File: config.mk
export PLATFORM = sky130hd
export DESIGN_NAME = md_unit
export DESIGN_NICKNAME = d
export VERILOG_FILES = /design/src/rtl/md_unit.sv
export SDC_FILE = /design/constraint.sdc
export NUM_CORES = 1
export LEC_CHECK = 0
export ABC_AREA = 1
export CAP_MARGIN = 0
export CORE_ASPECT_RATIO = 0.5
export CORE_UTILIZATION = 30
export DETAILED_ROUTE_END_ITERATION = 8
export PLACE_DENSITY = 0.47
export SLEW_MARGIN = 20
export SYNTH_ARGS = -nofsm -noshare
export SYNTH_HDL_FRONTEND = slang
export SYNTH_SLANG_ARGS = --single-unit
File: constraint.sdc
create_clock -name clk -period 3.4 [get_ports clk]
set_input_delay 0.68 -clock clk [delete_from_list [all_inputs] [get_ports clk]]
set_output_delay 0.68 -clock clk [all_outputs]
set_load 0.02 [all_outputs]
File: src/rtl/md_unit.sv
// md_unit: iterative MULT/MULTU/DIV/DIVU with HI/LO registers and a stall handshake.
// Start ops run in the background; only a later HI/LO-class op stalls while busy.
module md_unit #(
    parameter int WIDTH = 32
) (
    input  logic             clk,
    input  logic             rst_n,
    input  logic             rtype,
    input  logic [5:0]       funct,
    input  logic [WIDTH-1:0] rs_data,
    input  logic [WIDTH-1:0] rt_data,
    output logic             stall,
    output logic             busy,
    output logic [WIDTH-1:0] hi,
    output logic [WIDTH-1:0] lo,
    output logic [WIDTH-1:0] mf_data
);

    localparam int CW = $clog2(WIDTH);

    typedef enum logic [1:0] {IDLE, MUL, DIV, FIX} state_t;

    state_t             state;
    state_t             state_nx;
    logic [CW-1:0]      cnt;
    logic [WIDTH-1:0]   dsr;
    logic [2*WIDTH-1:0] acc;
    logic               sgn_a;
    logic               sgn_b;
    logic               is_div;
    logic               dz;

    logic op_mult, op_multu, op_div, op_divu;
    logic mf_hi, mf_lo, mt_hi, mt_lo;
    logic start, signed_op, md_op, accept;

    always_comb begin
        op_mult  = 1'b0;
        op_multu = 1'b0;
        op_div   = 1'b0;
        op_divu  = 1'b0;
        mf_hi    = 1'b0;
        mf_lo    = 1'b0;
        mt_hi    = 1'b0;
        mt_lo    = 1'b0;
        if (rtype) begin
            case (funct)
                6'h18:   op_mult  = 1'b1;
                6'h19:   op_multu = 1'b1;
                6'h1A:   op_div   = 1'b1;
                6'h1B:   op_divu  = 1'b1;
                6'h10:   mf_hi    = 1'b1;
                6'h12:   mf_lo    = 1'b1;
                6'h11:   mt_hi    = 1'b1;
                6'h13:   mt_lo    = 1'b1;
                default: ;
            endcase
        end
    end

    assign start     = op_mult | op_multu | op_div | op_divu;
    assign signed_op = op_mult | op_div;
    assign md_op     = start | mf_hi | mf_lo | mt_hi | mt_lo;
    assign accept    = md_op & ~busy;

    always_ff @(posedge clk) begin
        if (!rst_n) state <= IDLE;
        else        state <= state_nx;
    end

    always_comb begin
        state_nx = state;
        unique case (state)
            IDLE: if (accept && start)
                      state_nx = (op_div | op_divu) ? DIV : MUL;
            MUL,
            DIV:  if (cnt == CW'(WIDTH-1)) state_nx = FIX;
            FIX:  state_nx = IDLE;
        endcase
    end

    // stall sees only state and decode, never the arithmetic
    always_comb begin
        busy  = (state != IDLE);
        stall = busy & md_op;
    end

    always_comb begin
        mf_data = '0;
        if (mf_hi)      mf_data = hi;
        else if (mf_lo) mf_data = lo;
    end

    logic             neg_a;
    logic             neg_b;
    logic [WIDTH-1:0] mag_a;
    logic [WIDTH-1:0] mag_b;

    assign neg_a = signed_op & rs_data[WIDTH-1];
    assign neg_b = signed_op & rt_data[WIDTH-1];
    assign mag_a = neg_a ? -rs_data : rs_data;
    assign mag_b = neg_b ? -rt_data : rt_data;

    logic [WIDTH:0]     add_sum;
    logic [WIDTH:0]     sub_try;
    logic [2*WIDTH-1:0] mul_nx;
    logic [2*WIDTH-1:0] div_nx;

    always_comb begin
        add_sum = {1'b0, acc[2*WIDTH-1:WIDTH]}
                + {1'b0, {WIDTH{acc[0]}} & dsr};
        sub_try = acc[2*WIDTH-1:WIDTH-1] - {1'b0, dsr};
        mul_nx  = {add_sum, acc[WIDTH-1:1]};
        div_nx  = sub_try[WIDTH]
                ? {acc[2*WIDTH-2:0], 1'b0}
                : {sub_try[WIDTH-1:0], acc[WIDTH-2:0], 1'b1};
    end

    logic [WIDTH-1:0]   quo;
    logic [WIDTH-1:0]   rem;
    logic [2*WIDTH-1:0] prod;
    logic [WIDTH-1:0]   fix_hi;
    logic [WIDTH-1:0]   fix_lo;

    // remainder keeps dividend sign, so divide-by-zero hands back rs unchanged
    always_comb begin
        quo  = acc[WIDTH-1:0];
        rem  = acc[2*WIDTH-1:WIDTH];
        prod = (sgn_a ^ sgn_b) ? -acc : acc;
        if (is_div) begin
            fix_lo = dz ? '1 : ((sgn_a ^ sgn_b) ? -quo : quo);
            fix_hi = sgn_a ? -rem : rem;
        end else begin
            fix_hi = prod[2*WIDTH-1:WIDTH];
            fix_lo = prod[WIDTH-1:0];
        end
    end

    always_ff @(posedge clk) begin
        if (!rst_n) begin
            cnt    <= '0;
            dsr    <= '0;
            acc    <= '0;
            sgn_a  <= 1'b0;
            sgn_b  <= 1'b0;
            is_div <= 1'b0;
            dz     <= 1'b0;
            hi     <= '0;
            lo     <= '0;
        end else begin
            unique case (state)
                IDLE: begin
                    cnt <= '0;
                    if (accept && start) begin
                        acc    <= {{WIDTH{1'b0}}, mag_a};
                        dsr    <= mag_b;
                        sgn_a  <= neg_a;
                        sgn_b  <= neg_b;
                        is_div <= op_div | op_divu;
                        dz     <= (rt_data == '0);
                    end
                    if (accept && mt_hi) hi <= rs_data;
                    if (accept && mt_lo) lo <= rs_data;
                end
                MUL: begin
                    acc <= mul_nx;
                    cnt <= cnt + 1'b1;
                end
                DIV: begin
                    acc <= div_nx;
                    cnt <= cnt + 1'b1;
                end
                FIX: begin
                    hi <= fix_hi;
                    lo <= fix_lo;
                end
            endcase
        end
    end

endmodule

After elaboration in Yosys (flattened, before gate mapping) --
Index checks and enable logic that the tools add are counted.
Operators by class: add/sub/neg operators 8, eq/ne operators 16, multiplexer cells 38, bitwise operators 16, reduce and logical (&&, ||, !) cells 15
Operators with widths (number):
- $mux W32 | 11
- $mux W64 | 3
- $pmux W64 S3 | 1
- $neg A32 Y32 | 4
- $pmux W32 S2 | 2
- $neg A64 Y64 | 1
- $eq A6 B5 Y1 const B | 8
- $add A32 B32 Y33 | 1
- $sub A33 B32 Y33 | 1
- $and A32 B32 Y32 | 1
- $logic_not A32 Y1 | 1
- $mux W1 | 16
- $pmux W5 S2 | 1
- $reduce_and A2 Y1 | 5
- $or A1 B1 Y1 | 9
- $mux W2 | 3
- $ne A2 B2 Y1 const B | 3
- $pmux W2 S3 | 1
- $reduce_bool A2 Y1 | 3
- $add A5 B1 Y5 const B | 1
- $eq A5 B5 Y1 const B | 1
- $and A1 B1 Y1 | 4
- $eq A2 B2 Y1 const B | 2
- $logic_and A1 B1 Y1 | 3
- 7 further kinds | 7
Word-level totals: register bits after elaboration 171, word-level logic and storage cells 103

Logic depth before layout (Yosys ltp) --
word-level depth 14, gate-level depth with buffers 21, gate-level depth less buffers 19

Least setup slack after synthesis --
OpenSTA, ideal clock, no wires.
kind input-to-output, start point input rtype, end point output mf_data[21], arrival time 1.813 ns, slack 0.907 ns, cell stages on the path 7, cell sequence inv_1 > nor2_1 > nand2_1 > nor2_1 > nand3_1 > clkbuf_1 > o22ai_1
On the way: word-level cells in the longest chain between the ends 3
RTL lines:
- start, declared | RTL line 8 | input logic rtype,
- $mux W1 | RTL line 46 | if (rtype) begin
- $mux W32 | RTL line 91 | else if (mf_lo) mf_data = lo;
- $mux W32 * | RTL line 90 | if (mf_hi) mf_data = hi;
- end, declared | RTL line 16 | output logic [WIDTH-1:0] mf_data
Mark *: on every way between the ends. The rest lies on a longest branch, timed or not.

Worst setup path after layout --
start point input funct[4], end point output mf_data[3]
On the way: word-level cells in the longest chain between the ends 5
RTL lines:
- start, declared | RTL line 9 | input logic [5:0] funct,
- $eq A6 B5 Y1 | RTL line 47 | case (funct)
- $mux W1 | RTL line 47
- $mux W1 | RTL line 46
- $mux W32 | RTL line 91
- $mux W32 * | RTL line 90
Marks and branches as above.

==> reports/summary.txt <==
Multi-input logic area -> 0.01152 mm^2
Tmin final -> 3.167 ns
Power Total -> 0.01126 W
Leak -> 10.10 nW
Clock Skew -> 0.01387 ns
Initial core utilization -> 30.64%
Headroom to the max-slew limit -> 30.12%
Residual DRC -> 0
Fin nets -> 3351
Setup TNS Final -> 0 ns
Post-synthesis cell area -> 0.01719 mm^2
Via count -> 20440
CTS sink cnt -> 171
Period utilization -> 93.15%
CTS Buffer Depth -> 2
Core region area -> 0.05610 mm^2
Hold_sp -> cnt[4]
Ports -> 171
Root Buffer -> clkbuf_16
Layout cells sized above 1 -> 6.845%
Vias/cell -> 5.149
Post-route ant nets -> 0
Netlist cell types -> 53
Worst EP arrival -> 2.49 ns
Synthesis-to-finish area growth -> 20.19%
Hold Path Sink -> cnt[4]
Port Buffer Count -> 170
CTS tree -> built
Status -> complete, no violations
Crit path max fanout -> 18
Worst slew pin tran -> 1.048 ns
#FFs+latches synth -> 171
Unrepaired setup endpoints after global routing -> no
Largest net degree at the start of global routing -> 96
Worst-path clk slew -> 0.08 ns
Initial antenna violation count -> 0
# Max-Cap Violations -> 0
Gr ovfl total -> 0
Synth top area share -> 19.92%
Inserted Diodes -> 0
Max VDD drop -> 0.3949 mV
Achievable Freq -> 315.7 MHz
Critical Path RT -> 2.72 ns
Post-synth EDFFs -> 0
Die area -> 0.05831 mm^2
R2r setup slk -> 0.41 ns
Post-Layout Cell Count -> 3970
Reg-to-reg critical path endpoint -> acc[48]
First-pass GRT wire length -> 117.8 mm
Placed Cells -> 3938
Die Wd -> 340.5 um
Total GRT Usage -> 26.79%
Synth Area per Inst -> 5.648 um^2
R2r worst-path depth -> 13
Setup Viol. Count Final -> 0
Leading area contributor after synthesis -> dfxtp_1
Final wirelength -> 78.96 mm
DR iter-0 viols -> 1670
Storage cell area -> 0.003423 mm^2
Initial DRT Pass Iterations -> 8
Asr flop ratio synth -> 0%
Startpoint class of the critical path -> input port
Post-DP HPWL -> 64.38 mm
# rows -> 61
Area contributors post-synth -> dfxtp_1 20%, nand2_1 16%, inv_1 9.8%
Final Max Tran Viols -> 0
P per Cell Area -> 544.9 mW/mm^2
H-tree levels -> 4
Cts bufs inserted -> 17
Syn_nets -> 3193
Top_reg_cell synth -> dfxtp_1
CP endpoint kind -> output pin
Warnings from Yosys -> 0
R2r startpoint -> acc[0]
Synth Instances -> 3043
Final Hold Fails -> 0
Sequential area share after synthesis -> 19.92%
Worst min-delay path class -> flop to flop
DR WL/cell -> 19.89 um
Die height -> 171.3 um
Worst-skew pair later-pin latency -> 0.47 ns
Crit Path Class -> input port to output pin
Worst hold path stage count -> 2
Vias in the first global route -> 19080
GPL Wtd Cong -> 0.9600
Filler Cells Inserted -> 6316
==> sequential cells by signal (all words and copies together) (netlist names) <==
name and flops:
state 2, sgn_b 1, sgn_a 1, hi 32, dz 1, lo 32, cnt 5, acc 64
dsr 32, is_div 1
==> per-stage QoR <==
stage | util (%) | setup WS, ns | hold slack (ns) | area, um^2
after floorplan | - | 0.9073 | 0.4406 | 17190
after global placement | 35.77 | -0.004579 | 0.4485 | 20070
after detailed placement | 35.77 | -0.05019 | 0.4583 | 20070
after CTS | 36.77 | 0.002002 | 0.4702 | 20630
after global routing | 36.82 | 0.09794 | 0.5126 | 20660
final | 36.82 | 0.2329 | 0.4654 | 20660
==> worst max-delay path, cell delays in order <==
cell and delay (ns):
clkdlybuf4s50_1 0.45, inv_1 0.04, nor2_1 0.11, nand2_1 0.08
nor2_1 0.19, nand3_1 0.16, buf_4 0.24, o22ai_1 0.18
dlygate4sd2_1 0.35
==> report_power, final <==
group / leakage [nW] / internal [W] / switching, W
Clock: 0.285 / 0.000981 / 0.00108
Sequential: 1.38 / 0.00223 / 0.000256
Combinational: 8.43 / 0.00199 / 0.00473
Total: 10.1 / 0.00520 / 0.00606
==> layer usage <==
layer / wire length [um] / GRT usage, % / share of wire, % / vias to the layer above
met4: 2131 / 7.311 / 2.7 / 0
met1: 38160 / 37.24 / 48 / 9489
met2: 34460 / 43.25 / 44 / 600
met3: 4201 / 3.680 / 5.3 / 88
met5: 0 / 0 / 0 / -
li1: - / - / - / 10260
==> cell families (layout without fill, tap and decap cells) <==
group | count (synthesis) | after routing | synth area share (%)
and+or+nand+nor | 1461 | 1461 | 36.36
AOI/OAI and AO/OA | 693 | 693 | 22.21
buffers and inverters | 589 | 760 | 13.17
DFF | 171 | 171 | 19.92
adders and majority gates | 77 | 77 | 5.693
xor gates and xnor gates | 52 | 52 | 2.650
==> synth_stat cells (15+ instances only) <==
| library cell | n |
|---|---|
| o21ai_0 | 234 |
| ha_1 | 75 |
| o211ai_1 | 15 |
| nand2_2 | 22 |
| nor2_1 | 311 |
| nor3_1 | 37 |
| a21oi_1 | 297 |
| xnor2_1 | 16 |
| nand4_1 | 34 |
| nand2_1 | 737 |
| dfxtp_1 | 171 |
| xor2_1 | 36 |
| a221oi_1 | 16 |
| clkbuf_1 | 80 |
| buf_2 | 24 |
| o22ai_1 | 64 |
| nand3_1 | 246 |
| inv_2 | 19 |
| inv_1 | 449 |
==> how the worst max path moves through the flow <==
stage / startpoint / to / slack, ns / cells past startpoint
2_1_floorplan: rtype / mf_data[21] / 0.91 / 7
3_3_place_gp: rtype / mf_data[15] / -0.005 / 9
3_5_place_dp: rtype / mf_data[11] / -0.05 / 9
4_1_cts: rtype / mf_data[24] / 0.002 / 9
5_1_grt: funct[4] / mf_data[3] / 0.1 / 9
6_report: funct[4] / mf_data[3] / 0.23 / 9
==> area by class of cell <==
| cell class | instances | area share (%) |
|---|---|---|
| multi-input combinational | 2283 | 55.75 |
| sequential | 171 | 16.57 |
| timing repair buffer | 257 | 11.70 |
| inverter | 471 | 8.558 |
| tap | 756 | 4.579 |
| clock buffer | 17 | 2.059 |
| clock inverter | 15 | 0.7753 |
==> layout by cell type, fill, tap and decap left out, types with 8 or more instances in the layout <==
master             n
o21ai_1            8
nor3_1            37
o22ai_1           64
o31ai_1            9
nand3_1          246
dfxtp_1          171
inv_1            448
inv_2             20
xnor2_1           16
clkbuf_16         17
nand2_2           22
dlymetal6s2s_1    12
nand4_1           34
a21oi_1          296
o21bai_1           8
nor2_1           309
o21ai_0          234
buf_4             82
nor2_2            12
dlygate4sd2_1     20
nand2_1          737
a21oi_2           14
xor2_1            36
or2_2             12
o211ai_1          15
nand3_2           10
clkdlybuf4s50_1  137
a221oi_1          16
nand3b_1          13
ha_1              74
==> timing repair <==
action / in CTS / in global routing
hold buffers: 0 / 0
gates resized for setup: 20 / 12
setup endpoints to repair: 20 / 12
setup buffers: 0 / 0
endpoints found under the hold margin: 0 / 0
Note: power is estimated with default switching activity, not from simulation.
